[config.mk]
export PLATFORM = sky130hd
export DESIGN_NAME = wb_stage
export DESIGN_NICKNAME = d
export VERILOG_FILES = /design/src/rtl/mips_wb_pkg.sv /design/src/rtl/reg_file_2r1w.sv /design/src/rtl/wb_stage.sv
export SDC_FILE = /design/constraint.sdc
export NUM_CORES = 2
export LEC_CHECK = 0
export ABC_AREA = 0
export CORE_MARGIN = 2
export CORE_UTILIZATION = 50
export DETAILED_ROUTE_END_ITERATION = 8
export PLACE_DENSITY = 0.69
export SLEW_MARGIN = 10
export SYNTH_ARGS = -nofsm -noshare
export SYNTH_HDL_FRONTEND = slang
export SYNTH_HIERARCHICAL = 1
export SYNTH_SLANG_ARGS = --single-unit
export TNS_END_PERCENT = 1
[constraint.sdc]
create_clock -name clk -period 10.9 [get_ports clk]
set_input_delay 2.725 -clock clk [delete_from_list [all_inputs] [get_ports clk]]
set_output_delay 2.725 -clock clk [all_outputs]
set_load 0.01 [all_outputs]
[src/rtl/mips_wb_pkg.sv]
// Shared constants, machine state encoding and the load-extract helper for the writeback stage.
package mips_wb_pkg;

  localparam logic [4:0] REG_ZERO = 5'd0;
  localparam logic [4:0] REG_V0   = 5'd2;
  localparam logic [4:0] REG_A0   = 5'd4;
  localparam logic [4:0] REG_RA   = 5'd31;

  localparam logic [1:0] MODE_WORD = 2'd0;
  localparam logic [1:0] MODE_HALF = 2'd1;
  localparam logic [1:0] MODE_BYTE = 2'd2;

  typedef enum logic {
    ST_RUN    = 1'b0,
    ST_HALTED = 1'b1
  } machine_state_e;

  // Little-endian lane select; mode 3 falls through to a full word.
  function automatic logic [31:0] load_extract(input logic [31:0] word,
                                               input logic [1:0]  addr,
                                               input logic [1:0]  mode,
                                               input logic        sign_ext);
    logic [15:0] half_v;
    logic [7:0]  byte_v;
    logic [31:0] res;
    half_v = addr[1] ? word[31:16] : word[15:0];
    case (addr)
      2'd0:    byte_v = word[7:0];
      2'd1:    byte_v = word[15:8];
      2'd2:    byte_v = word[23:16];
      default: byte_v = word[31:24];
    endcase
    case (mode)
      MODE_HALF: res = {{16{sign_ext & half_v[15]}}, half_v};
      MODE_BYTE: res = {{24{sign_ext & byte_v[7]}}, byte_v};
      default:   res = word;
    endcase
    return res;
  endfunction

endpackage

[src/rtl/reg_file_2r1w.sv]
// 32x32 register file: one write port, two bypassed async read ports, plus raw $v0/$a0 taps.
module reg_file_2r1w
  import mips_wb_pkg::*;
(
  input  logic        clk,
  input  logic        clr_n,
  input  logic        we,
  input  logic [4:0]  waddr,
  input  logic [31:0] wdata,
  input  logic [4:0]  r1_num,
  input  logic [4:0]  r2_num,
  output logic [31:0] r1_data,
  output logic [31:0] r2_data,
  output logic [31:0] v0_data,
  output logic [31:0] a0_data
);

  logic [31:0] regs [32];

  always_ff @(posedge clk or negedge clr_n) begin
    if (!clr_n) begin
      for (int i = 0; i < 32; i++) regs[i] <= '0;
    end else if (we && waddr != REG_ZERO) begin
      regs[waddr] <= wdata;
    end
  end

  // Same-cycle forwarding so ID sees the value being retired right now.
  always_comb begin
    r1_data = regs[r1_num];
    r2_data = regs[r2_num];
    if (we && waddr != REG_ZERO && r1_num == waddr) r1_data = wdata;
    if (we && waddr != REG_ZERO && r2_num == waddr) r2_data = wdata;
    if (r1_num == REG_ZERO) r1_data = '0;
    if (r2_num == REG_ZERO) r2_data = '0;
  end

  assign v0_data = regs[REG_V0];
  assign a0_data = regs[REG_A0];

endmodule

[src/rtl/wb_stage.sv]
// Writeback stage: result select, register file, syscall display/halt and retirement counters.
// Counters are only built when WB_STATS_EN is defined; otherwise they read as zero.
module wb_stage
  import mips_wb_pkg::*;
#(
  parameter int unsigned DISP_CODE = 34,
  parameter int          CNT_W     = 32
) (
  input  logic             clk,
  input  logic             clr_n,
  input  logic             Enable_in,
  input  logic             Regwrite_in,
  input  logic             Memtoreg_in,
  input  logic             Jal_in,
  input  logic             Syscall_in,
  input  logic             Jmp_in,
  input  logic             Jr_in,
  input  logic             Branch_taken_in,
  input  logic [1:0]       Mode_in,
  input  logic             Signext2_in,
  input  logic [31:0]      ALU_Result1_in,
  input  logic [31:0]      RD_in,
  input  logic [31:0]      PC_plus_4_in,
  input  logic [4:0]       Write_Reg_in,
  input  logic [4:0]       R1_num,
  input  logic [4:0]       R2_num,
  output logic [31:0]      R1_data,
  output logic [31:0]      R2_data,
  output logic [31:0]      Display,
  output logic             Halt,
  output logic [CNT_W-1:0] Cycles,
  output logic [CNT_W-1:0] Retired,
  output logic [CNT_W-1:0] Jumps,
  output logic [CNT_W-1:0] Branches_taken
);

  machine_state_e state_q, state_d;
  logic        halted, wr_en, syscall_fire, disp_hit;
  logic [31:0] load_data, wdata, v0_data, a0_data, display_q;

  assign halted       = (state_q == ST_HALTED);
  assign wr_en        = Enable_in & Regwrite_in & ~halted & (Write_Reg_in != REG_ZERO);
  assign syscall_fire = Enable_in & Syscall_in & ~halted;
  assign disp_hit     = (v0_data == 32'(DISP_CODE));

  assign load_data = load_extract(RD_in, ALU_Result1_in[1:0], Mode_in, Signext2_in);
  assign wdata     = Jal_in ? PC_plus_4_in : (Memtoreg_in ? load_data : ALU_Result1_in);

  reg_file_2r1w u_rf (
    .clk     (clk),
    .clr_n   (clr_n),
    .we      (wr_en),
    .waddr   (Write_Reg_in),
    .wdata   (wdata),
    .r1_num  (R1_num),
    .r2_num  (R2_num),
    .r1_data (R1_data),
    .r2_data (R2_data),
    .v0_data (v0_data),
    .a0_data (a0_data)
  );

  always_ff @(posedge clk or negedge clr_n) begin
    if (!clr_n) begin
      state_q   <= ST_RUN;
      display_q <= '0;
    end else begin
      state_q <= state_d;
      if (syscall_fire && disp_hit) display_q <= a0_data;
    end
  end

  // Only reset leaves HALTED.
  always_comb begin
    state_d = state_q;
    if (state_q == ST_RUN && syscall_fire && !disp_hit) state_d = ST_HALTED;
  end

  assign Display = display_q;
  assign Halt    = halted;

`ifdef WB_STATS_EN
  logic [CNT_W-1:0] cycles_q, retired_q, jumps_q, branches_q;

  // Saturating counters; the halting syscall's own edge still counts since state is RUN then.
  always_ff @(posedge clk or negedge clr_n) begin
    if (!clr_n) begin
      cycles_q   <= '0;
      retired_q  <= '0;
      jumps_q    <= '0;
      branches_q <= '0;
    end else if (!halted) begin
      if (!(&cycles_q)) cycles_q <= cycles_q + 1'b1;
      if (Enable_in && !(&retired_q)) retired_q <= retired_q + 1'b1;
      if (Enable_in && (Jmp_in || Jr_in || Jal_in) && !(&jumps_q)) jumps_q <= jumps_q + 1'b1;
      if (Enable_in && Branch_taken_in && !(&branches_q)) branches_q <= branches_q + 1'b1;
    end
  end

  assign Cycles         = cycles_q;
  assign Retired        = retired_q;
  assign Jumps          = jumps_q;
  assign Branches_taken = branches_q;
`else
  logic unused_stats;
  assign unused_stats   = ^{Jmp_in, Jr_in, Branch_taken_in};
  assign Cycles         = '0;
  assign Retired        = '0;
  assign Jumps          = '0;
  assign Branches_taken = '0;
`endif

endmodule
Word level (Yosys, flattened, before mapping) --
Index checks and enable logic that the tools add are counted.
Cells by class: bitwise gates (word level) 11, muxes and demuxes 18, $lt $le $gt $ge 4, equal/unequal tests 7, reduce and logical (&&, ||, !) cells 12
Operators with widths (number):
- bitwise mux 1024 bit | 1
- two-way mux 32 bit | 11
- binary-select mux 32 bit (select 5 bit) | 2
- demux 32 bit (select 5 bit) | 1
- one-hot mux 32 bit (2 select lines) | 1
- equality test 32 x 6 -> 1 bit (second input constant) | 1
- one-hot mux 8 bit (3 select lines) | 1
- greater-or-equal comparator 6 bit (second input constant) | 3
- inverter 5 -> 6 bit | 3
- two-way mux 16 bit | 1
- equality test 5 bit | 2
- zero test 5 bit | 2
- bitwise AND 1 bit | 7
- logical AND 1 bit | 7
- < comparator 6 x 1 -> 1 bit (second input constant) | 1
- nonzero test 5 bit | 1
- equality test 2 x 1 -> 1 bit (second input constant) | 2
- equality test 2 bit (second input constant) | 2
- zero test 2 bit | 1
- zero test 1 bit | 1
- inverter 1 bit | 1
Storage, ports and cells: logic and storage cells 86, register bits 1057, output and inout port bits 225

Longest topological paths before layout --
word-level depth 8, gate-level depth with buffers 12

Cells and area by module --
The synthesis kept the hierarchy.
By module, submodules not included:
- reg_file_2r1w | sequential area each 25624.6 um2, area each 55946.2 um2, instances 1, cells an instance 3935
- wb_stage | sequential area each 825.8 um2, area each 3555.9 um2, instances 1, cells an instance 407

Worst setup path after synthesis --
Ideal clock, no wire load.
kind in2out, from input Mode_in[0], to output R1_data[3], data required time 8175 ps, cell stages on the path 11, path slack 3438 ps, path buffers 2, arrival time 4737 ps, path through inv_1 -> ha_1 -> clkbuf_8 -> inv_1 -> nand2_1 -> o22ai_1 -> o211a_1 -> o31ai_1 -> clkbuf_1 -> nor2_1 -> nor3_1
On the way: longest elaborated chain between the ends 6, elaborated cells between the ends (all ways) 7, classes of those cells eq/ne (2); mux (5)
RTL lines:
- start: declaration | line wb_stage.sv:19 | input logic [1:0] Mode_in,
- equality test 2 bit / equality test 2 x 1 -> 1 bit (equally long branches) | line mips_wb_pkg.sv:33 | case (mode)
- one-hot mux 32 bit (2 select lines) * | line mips_wb_pkg.sv:33
- two-way mux 32 bit * (2 in series) | line wb_stage.sv:47 | assign wdata = Jal_in ? PC_plus_4_in : (Memtoreg_in ? load_data : ALU_Result1_in);
- via wdata[3] | line wb_stage.sv:39 | logic [31:0] load_data, wdata, v0_data, a0_data, display_q;
- two-way mux 32 bit * | line reg_file_2r1w.sv:32 | if (we && waddr != REG_ZERO && r1_num == waddr) r1_data = wdata;
- two-way mux 32 bit * | line reg_file_2r1w.sv:34 | if (r1_num == REG_ZERO) r1_data = '0;
- end: declaration | line wb_stage.sv:27 | output logic [31:0] R1_data,
The timed path passes the listed nets; every way through them passes the cells marked *.

Worst setup path after layout --
from input Write_Reg_in[1], to output R1_data[26]
On the way: longest elaborated chain between the ends 6, elaborated cells between the ends (all ways) 7, classes of those cells eq/ne (1); mux (2); bitwise (1); reduce/logical (3)
RTL lines:
- start: declaration | line wb_stage.sv:24 | input logic [4:0] Write_Reg_in,
- nonzero test 5 bit | line wb_stage.sv:42 | assign wr_en = Enable_in & Regwrite_in & ~halted & (Write_Reg_in != REG_ZERO);
- bitwise AND 1 bit | line wb_stage.sv:42
- via wr_en | line wb_stage.sv:38 | logic halted, wr_en, syscall_fire, disp_hit;
- logical AND 1 bit (2 in series) | line reg_file_2r1w.sv:32
- two-way mux 32 bit | line reg_file_2r1w.sv:32
- two-way mux 32 bit | line reg_file_2r1w.sv:34
The timed path passes the listed nets, and every way through them passes these cells.

==> summary.md <==
| Metric | Value |
|---|---|
| Status | finished, final reports clean |
| Largest net degree at the start of global routing | 170 |
| Total number of vias | 40,300 |
| Die Height | 349 um |
| Unrepaired setup endpoints after global routing | no |
| Fin crit period | 9.68 ns |
| Vias per inst | 6.82 |
| Layout Nets | 4,403 |
| Clk Tree Root Cell | clkbuf_16 |
| Hold_buf cts | 0 |
| Biggest fanout along the worst timing path | 20 |
| Setup repair bufs after CTS | 0 |
| TritonCTS Buffers | 108 |
| First-pass GRT wire length | 281,000 um |
| Min Hold Slack | 0.397 ns |
| Fin crit share | 88.8% |
| Synth warn | 6 |
| Fmax | 103 MHz |
| First-pass detailed-route iteration total | 7 |
| Avg WL per Cell | 32.8 um |
| Fin cells | 5,903 |
| Core ar. | 0.118 mm2 |
| Reg-to-reg endpoint | u_rf/regs[529]$_DFFE_PN0P_ |
| Global Route Usage Sum | 31.7% |
| LEAKAGE | 30.7 nW |
| Initial Util | 50.4% |
| Die area | 0.122 mm2 |
| Total of max-cap violations | 0 |
| Clk_skew | 0.0303 ns |
| Met3 Use GR | 8.70% |
| Grt ovf | 0 |
| H-tree Lvls | 3 |
| Gate Count Post-Synth | 4,342 |
| Slew HR | 17.5% |
| Synth Cell Area | 0.0595 mm2 |
| Netlist cell types | 79 |
| CP endpoint kind | output port |
| Clock Sinks | 1,057 |
| Synth Register Bits | 1,057 |
| Worst Path Required | 8.18 ns |
| Least-Margin Pin Slew | 1.23 ns |
| Hold WC Path Type | reg -> reg |
| Post-synth EDFFs | 0 |
| Routability cong. | 0.887 |
| Maximum VDD drop | 0.115 mV |
| Worst R2R Setup Slack | 7.11 ns |
| Startpoint Class | input port |
| Row cnt | 126 |
| Post-route ant nets | 0 |
| Ports | 349 |
| Initial DRC count | 4,681 |
| Reg2reg start | Halt$_DFFE_PN0P_ |
| WP data arrival | 6.95 ns |
| Final Util | 55.5% |
| Critical path type | in -> out |
| Final Hold Vio Count | 0 |
| Cell Pwr Density | 146 mW/mm2 |
| Pins Over Slew Limit | 0 |
| Register area share after synthesis | 44.5% |
| Number of global-route vias before repair | 40,100 |
| Top_reg_cell synth | dfrtp_1 |
| Worst stage delay on the critical path | 0.78 ns |
| Initial antenna violation count | 12 |
| Met2 Use GR | 46.7% |
| Worst hold path depth | 0 |
| Critical path cell sequence | clkdlybuf4s50_1 -> nor3_1 -> a21oi_1 -> a21boi_1 -> and3_1 -> buf_4 -> a221oi_1 -> nor3_1 -> clkdlybuf4s50_1 |
| CTS max path bufs | 3 |
| Area added between synthesis and finish | 10.2% |
| Cell total after placement | 5,703 |
| Critical-path top delay cell | nor3_1 |
| Fraction of layout cells with a size suffix above 1 | 35.5% |
| Async S/R FF share, synth | 100% |
| GR peak layer | met2 |
| Worst-Skew Late Latency | 0.69 ns |
| CTS tree | done |
| CTS resizes | 0 |
| Setup TNS | 0 ns |
| GR Util met1 | 44.3% |
| Detailed Place HPWL | 115,000 um |
| Mean Syn Cell Area | 13.7 um2 |
| End of the worst hold path | u_rf/regs[1012]$_DFFE_PN0P_ |
| Setup violators final | 0 |
| Reg clk slew, reported paths | 0.06 ns |
| Origin of the worst min-delay path | u_rf/regs[1012]$_DFFE_PN0P_ |
| # DRC | 0 |
| PortBufs | 217 |
| Die W | 349 um |
| Final WL | 194,000 um |
| FF-to-FF path depth | 7 |
==> layout make-up <==
type	instances	area, um2
fill	9440	52500
multi-input combinational	2746	30000
sequential	1057	26500
timing repair buffer	355	3410
clock buffer	147	3060
tap	1536	1920
clock inverter	51	667
inverter	9	33.8
antenna	2	5.00
==> cells in the mapped netlist, types with 57 or more instances <==
cell      count  share of area (%)
dfrtp_1    1057                 44
mux2_2      775                 15
mux4_2      375                 14
mux2_1      318                6.0
mux2i_1     309                5.2
clkbuf_1    223                1.4
buf_4       212                2.7
nand2_1     144               0.91
buf_2       110               0.93
a21oi_1      88               0.74
o22ai_1      68               0.71
nor2_1       65               0.41
a22oi_1      60               0.76
buf_1        57               0.36
==> metrics by stage <==
| step | total power [W] | setup WS, ns | instance area [um2] |
|---|---|---|---|
| 2_1_floorplan | 0.00522 | 3.44 | 60000 |
| 4_1_cts | 0.00962 | 1.37 | 65600 |
| 3_5_place_dp | 0.00571 | 1.37 | 61800 |
| 5_1_grt | 0.00990 | 1.19 | 65600 |
| 3_3_place_gp | 0.00567 | 1.34 | 61800 |
| 6_report | 0.00961 | 1.22 | 65600 |
==> power by group <==
group          leakage (nW)  internal (W)  total (W)  switching [W]
logic                  14.3      0.000581    0.00134       0.000756
clock network          1.84       0.00232    0.00394        0.00163
registers              14.6       0.00415    0.00432       0.000178
total                  30.7       0.00704    0.00961        0.00256
==> logic make-up after synthesis <==
group	synth area share [%]
mux	40.1
flops	44.5
buf+inv	6.49
compound gates	6.20
simple gates	2.59
xor+xnor	0.147
fa+ha+maj	0.0420
other cells	0.00630
==> placed cells by master (no fill, tap or decap), types with 60 or more instances in the layout <==
| cell type | instances |
|---|---|
| mux4_2 | 375 |
| clkbuf_16 | 109 |
| clkdlybuf4s50_1 | 205 |
| mux2i_1 | 309 |
| conb_1 | 128 |
| a22oi_1 | 60 |
| nand2_1 | 129 |
| buf_4 | 124 |
| mux2_1 | 318 |
| o22ai_1 | 68 |
| dfrtp_1 | 1057 |
| mux2_2 | 775 |
| a21oi_1 | 80 |
==> state kept, by name, summed over array words and instances (netlist names) <==
register and cells:
u_rf/a0_data 32, u_rf/regs 960, Halt 1, u_rf/v0_data 32, Display 32
==> routing by layer <==
layer | wire length [um] | share of wire (%) | vias to the layer above
met1 | 78200 | 40 | 21200
met4 | 8890 | 4.6 | 10
met5 | 69 | 0.036 | -
met3 | 21800 | 11 | 508
li1 | - | - | 16100
met2 | 84700 | 44 | 2483
==> how the worst max path moves through the flow <==
| stage | start | slack, ns | end | cells past startpoint |
|---|---|---|---|---|
| 2_1_floorplan | Mode_in[0] | 3.44 | R1_data[3] | 11 |
| 3_3_place_gp | Write_Reg_in[2] | 1.34 | R1_data[26] | 9 |
| 3_5_place_dp | Write_Reg_in[2] | 1.37 | R1_data[26] | 9 |
| 4_1_cts | Write_Reg_in[1] | 1.37 | R1_data[26] | 9 |
| 5_1_grt | Write_Reg_in[1] | 1.19 | R1_data[26] | 9 |
| 6_report | Write_Reg_in[1] | 1.22 | R1_data[26] | 9 |
==> worst max-delay path: cells and delay by family <==
family                 cells  cell delay [ns]
AO/OA/AOI/OAI              3             1.07
buffers and inverters      3             1.95
AND/OR/NAND/NOR            3             1.18
(Power assumes the default switching activity.)
